<file path="config.mk">
export PLATFORM = sky130hd
export DESIGN_NAME = sqrt_vec_sequencer
export DESIGN_NICKNAME = d
export VERILOG_FILES = /design/src/rtl/sqrt_vec_sequencer.sv
export SDC_FILE = /design/constraint.sdc
export NUM_CORES = 1
export LEC_CHECK = 0
export BUFFER_PORTS_ARGS = -buffer_cell sky130_fd_sc_hd__buf_2
export CAP_MARGIN = 20
export CORE_ASPECT_RATIO = 0.6
export CORE_UTILIZATION = 55
export DETAILED_ROUTE_END_ITERATION = 16
export GPL_TIMING_DRIVEN = 0
export PLACE_DENSITY = 0.82
export SKIP_LAST_GASP = 1
export SYNTH_ARGS = -nofsm -noshare
export SYNTH_HDL_FRONTEND = slang
export SYNTH_SLANG_ARGS = --single-unit
</file>
<file path="constraint.sdc">
create_clock -name CLK -period 8.05 [get_ports CLK]
set_input_delay 0.805 -clock CLK [delete_from_list [all_inputs] [get_ports CLK]]
set_output_delay 0.805 -clock CLK [all_outputs]
set_load 0.02 [all_outputs]
</file>
<file path="src/rtl/sqrt_vec_sequencer.sv">
// sqrt_vec_sequencer: feeds active fp16 lanes one at a time to a scalar sqrt unit and returns the result vector.
module sqrt_vec_sequencer #(
   parameter int LANES   = 4,
   parameter int DATA_W  = 16,
   parameter int TIMEOUT = 64
) (
   input  logic                    CLK,
   input  logic                    RST,
   input  logic                    vec_valid_in,
   output logic                    vec_ready_out,
   input  logic [LANES*DATA_W-1:0] vec_operand,
   input  logic [LANES-1:0]        vec_mask,
   output logic                    vec_valid_out,
   input  logic                    vec_ready_in,
   output logic [LANES*DATA_W-1:0] vec_result,
   output logic                    timeout_err,
   output logic [DATA_W-1:0]       sq_operand,
   output logic                    sq_valid_in,
   output logic                    sq_ready_out,
   input  logic                    sq_ready_in,
   input  logic                    sq_valid_out,
   input  logic [DATA_W-1:0]       sq_result
);
   localparam int PW = (LANES > 1) ? $clog2(LANES) : 1;
   localparam int WW = $clog2(TIMEOUT);
   localparam logic [DATA_W-1:0] QNAN = DATA_W'(16'h7E00);
   typedef enum logic [1:0] {IDLE, ISSUE, WAIT, DONE} state_t;
   state_t state, state_nxt;
   logic [LANES*DATA_W-1:0] op_r, res_r;
   logic [LANES-1:0] mask_r;
   logic [PW-1:0] ptr, first_ptr, nxt_ptr;
   logic [WW-1:0] wdog;
   logic has_nxt, wd_fire, lane_done;
   always_comb begin
      first_ptr = '0;
      nxt_ptr = '0;
      has_nxt = 1'b0;
      for (int i = LANES - 1; i >= 0; i--) begin
         if (vec_mask[i]) first_ptr = PW'(i);
         if (mask_r[i] && i > int'(ptr)) begin
            nxt_ptr = PW'(i);
            has_nxt = 1'b1;
         end
      end
   end
   // a lane completes on a real result or when the watchdog gives up on it
   assign wd_fire = (wdog == WW'(TIMEOUT - 1));
   assign lane_done = (state == WAIT) && (sq_valid_out || wd_fire);
   always_comb begin
      state_nxt = state;
      case (state)
         IDLE:    if (vec_valid_in) state_nxt = (|vec_mask) ? ISSUE : DONE;
         ISSUE:   if (sq_ready_in) state_nxt = WAIT;
         WAIT:    if (lane_done) state_nxt = has_nxt ? ISSUE : DONE;
         DONE:    if (vec_ready_in) state_nxt = IDLE;
         default: state_nxt = IDLE;
      endcase
   end
   always_ff @(posedge CLK or posedge RST)
      if (RST) state <= IDLE;
      else state <= state_nxt;
   always_ff @(posedge CLK or posedge RST) begin
      if (RST) begin
         op_r <= '0;
         mask_r <= '0;
         res_r <= '0;
         ptr <= '0;
         wdog <= '0;
         timeout_err <= 1'b0;
      end else begin
         if (state == IDLE && vec_valid_in) begin
            op_r <= vec_operand;
            mask_r <= vec_mask;
            res_r <= '0;
            ptr <= first_ptr;
         end
         if (state == ISSUE) wdog <= '0;
         else if (state == WAIT) wdog <= wdog + WW'(1);
         if (lane_done) begin
            res_r[ptr*DATA_W +: DATA_W] <= sq_valid_out ? sq_result : QNAN;
            ptr <= nxt_ptr;
            if (!sq_valid_out) timeout_err <= 1'b1;
         end
      end
   end
   assign vec_ready_out = (state == IDLE);
   assign vec_valid_out = (state == DONE);
   assign vec_result = res_r;
   assign sq_ready_out = (state == WAIT);
   assign sq_valid_in = (state == ISSUE) && sq_ready_in;
   assign sq_operand = (state == ISSUE) ? op_r[ptr*DATA_W +: DATA_W] : '0;
endmodule

</file>
==> metrics.md <==
| Metric | Value |
|---|---|
| Layout cells sized above 1 | `42.9%` |
| H-tree Lvls | `4` |
| Critical path type | `flop to output port` |
| Crit-path leading delay family | `buffers and inverters` |
| Vias per std cell | `5.60` |
| Finished Cell Area | `roughly 8500 sq um` |
| Register clock-pin slew on the reported worst setup and hold paths | `around 0.060 ns` |
| CP required | `7.24 ns` |
| Largest net degree at the start of global routing | `~80` |
| MaxCap Viol Count | `0` |
| Total GRT Usage | `29.3%` |
| FMAX | `about 0.32 GHz` |
| Ys Warns | `0` |
| PortBufs | `173` |
| Unrepaired setup endpoints after global routing | `no` |
| Post-CTS setup buffer count | `0` |
| Top cell by count, worst path | `buf_2` |
| DIE WIDTH | `146 microns` |
| Worst setup margin | `4.90 ns` |
| Peak supply drop | `between 0.00015 and 0.0002 V` |
| First-pass GRT wire length | `28.2 mm` |
| Final worst-path cycle share | `39.1%` |
| Area occupied by multi-input gates | `2960 sq um` |
| Mapped Nets | `649` |
| Largest cells by area after synthesis | `dfrtp_1, mux2_2, mux2i_1, mux4_2, nand2_1` |
| Seq/Total Area, Yosys | `52.3%` |
| Final Hold Fails | `0` |
| Die area | `between 10000 and 15000 sq um` |
| TritonCTS clock tree | `yes` |
| CP Launch Type | `flop` |
| Buf+Inv Stages, Crit Path | `3` |
| Levels on crit path | `5` |
| Crit-path slowest cell | `mux4_2` |
| Minimum clock period | `3.15 ns` |
| Fill count | `~890` |
| Final WL | `about 18 mm` |
| Cell Area, Synth | `6800 sq um` |
| Worst Path Max Fanout | `10` |
| RR Startpoint | `ptr[1]` |
| CP Data Arrival Time | `roughly 2.3 ns` |
| Number of synthesized register bits | `between 100 and 150` |
| Maximum root-to-sink buffer count | `2` |
| Setup-failing EPs final | `0` |
| Gpl congestion | `0.818` |
| Vias in the first global route | `5366` |
| Vias after detailed routing | `5126` |
| Sum Neg Setup Slack | `0 ns` |
| Drt wl/cell | `19.8 microns` |
| Yosys top cell by area | `dfrtp_1` |
| Cell variety after synth | `45` |
| Most frequent cell after synthesis | `dfrtp_1` |
| Initial core utilization | `56.3%` |
| CTS Root Cell | `clkbuf_16` |
| Worst reg2reg path depth | `9` |
| Area Growth Syn to Fin | `25.2%` |
| Max stage delay on crit path | `0.54 ns` |
| P per Cell Area | `347 nW/um^2` |
| Post-synth EDFFs | `0` |
| Clock skew | `0.0136 ns` |
| Ports | `between 150 and 200` |
| Avg Cell Area, Syn | `around 12 sq um` |
| Post-layout nets | `842` |
| Critical-path cell list | `buf_4 > buf_2 > mux4_2 > and2_1 > buf_2` |
| DP Area | `7900 sq um` |
| Core region area | `12100 sq um` |
| 1st-iter DRT viols | `382` |
| Top-area cell type share of the netlist area | `52.3%` |
| Drt first pass iters | `5` |
| # DRC | `0` |
| FP Rows | `31` |
| Hold Crit Class | `primary input to asynchronous set/reset pin` |
| Hold slack | `0.479 ns` |
| CTS sink count | `142` |
| ANT nets after route | `0` |
| # diodes | `0` |
| Fraction of registers with async set/reset | `100%` |
| Outcome | `finished, final reports clean` |
| Resize count post-CTS | `0` |
| Worst-skew pair later-pin latency | `0.41 ns` |
| Worst Max-Slew Pin Slew | `0.664 ns` |
| Cts bufs inserted | `17` |
| Worst slack, placed | `5.15 ns` |
| P_leak | `about 4 nW` |
| Seq. cell area | `3550 sq um` |
| Final max-slew violation count | `0` |
| CTS hold repair buffers | `0` |
| R2R Setup Slk | `5.10 ns` |
| FF-to-FF End | `vec_result[7]` |
| Synth Instances | `between 500 and 600` |
| HPWL after detailed placement | `13.3 mm` |
| Relative slew slack | `55.7%` |
| Primary FF master, synth | `dfrtp_1` |
| Worst setup EP type | `output port` |
| Layout Utilization | `70.5%` |
| Commonest cells in the netlist | `dfrtp_1, nand2_1, mux2_2` |
| Die height | `88.1 microns` |
| Grt total ovfl | `0` |
| Initial antenna violation count | `0` |
kinds of logic after synthesis:
kind of cell / synth area share, %
DFF: 52.3
adders and majority gates: 2.39
muxes: 23.8
buffers and inverters: 4.20
xor gates and xnor gates: 0.258
and+or+nand+nor: 12.3
AOI/OAI and AO/OA: 4.77
worst max path at each step:
| stage | from | endpoint | slack, ns |
|---|---|---|---|
| global placement | RST | op_r[50] | 1.96 |
| global route | ptr[0] | sq_operand[13] | 4.81 |
| detailed placement | ptr[0] | vec_result[31] | 5.15 |
| CTS | ptr[0] | sq_operand[13] | 4.88 |
| finish | ptr[0] | sq_operand[13] | 4.90 |
| floorplan | RST | mask_r[1] | 3.44 |
area by class of cell:
| cell class | count | area share, % |
|---|---|---|
| plain buffers | 39 | 2.87 |
| clock buffers | 18 | 5.16 |
| clock inverters | 13 | 1.94 |
| inverters | 11 | 0.544 |
| multi-input cells | 354 | 34.8 |
| flip-flops and latches | 142 | 41.8 |
| well taps | 165 | 2.43 |
| repair buffers | 174 | 10.5 |
worst reg2reg max path: cells and delay by family, from the launching register on:
| kind | cells | cell delay [ns] |
|---|---|---|
| buffers and inverters | 5 | 1.45 |
| DFF | 1 | 0.43 |
| and+or+nand+nor | 2 | 0.42 |
| adders and majority gates | 1 | 0.37 |
| muxes | 1 | 0.19 |
where the power goes:
part	leakage (nW)	switching [mW]	internal (mW)	total [mW]
sequential	1.82	0.124	0.928	1.05
clock	0.285	0.310	0.496	0.805
combinational	1.89	0.573	0.520	1.09
total	3.99	1.01	1.94	2.95
routing by layer:
| layer | track usage (%) | wire length, microns |
|---|---|---|
| met5 | 0 | 0 |
| met1 | 39.5 | 8020 |
| met3 | 10.3 | 1640 |
| met2 | 44.4 | 8180 |
| met4 | 10.4 | 300 |
placed cells by master, fill, tap and decap left out, types with 10 or more instances in the layout:
master and count:
ha_1 13, inv_1 10, mux4_2 16, o2bb2ai_1 16
clkbuf_16 17, clkbuf_1 16, mux2_2 66, nand3_1 31
and2_1 17, buf_2 188, dfrtp_1 142, nand2_1 87
mux2i_1 51
state kept, by name, indices dropped and copies added, names as in the netlist:
register	cells
mask_r	3
op_r	64
ptr	2
state	2
timeout_err	1
vec_result	64
wdog	6
stage by stage:
| stage | std cells | power [mW] |
|---|---|---|
| finish | 916 | 2.95 |
| global route | 916 | 3.10 |
| CTS | 916 | 2.96 |
| detailed placement | 885 | 2.14 |
| global placement | 884 | 2.08 |
| floorplan | 546 | 1.84 |
(Power assumes the default switching activity.)
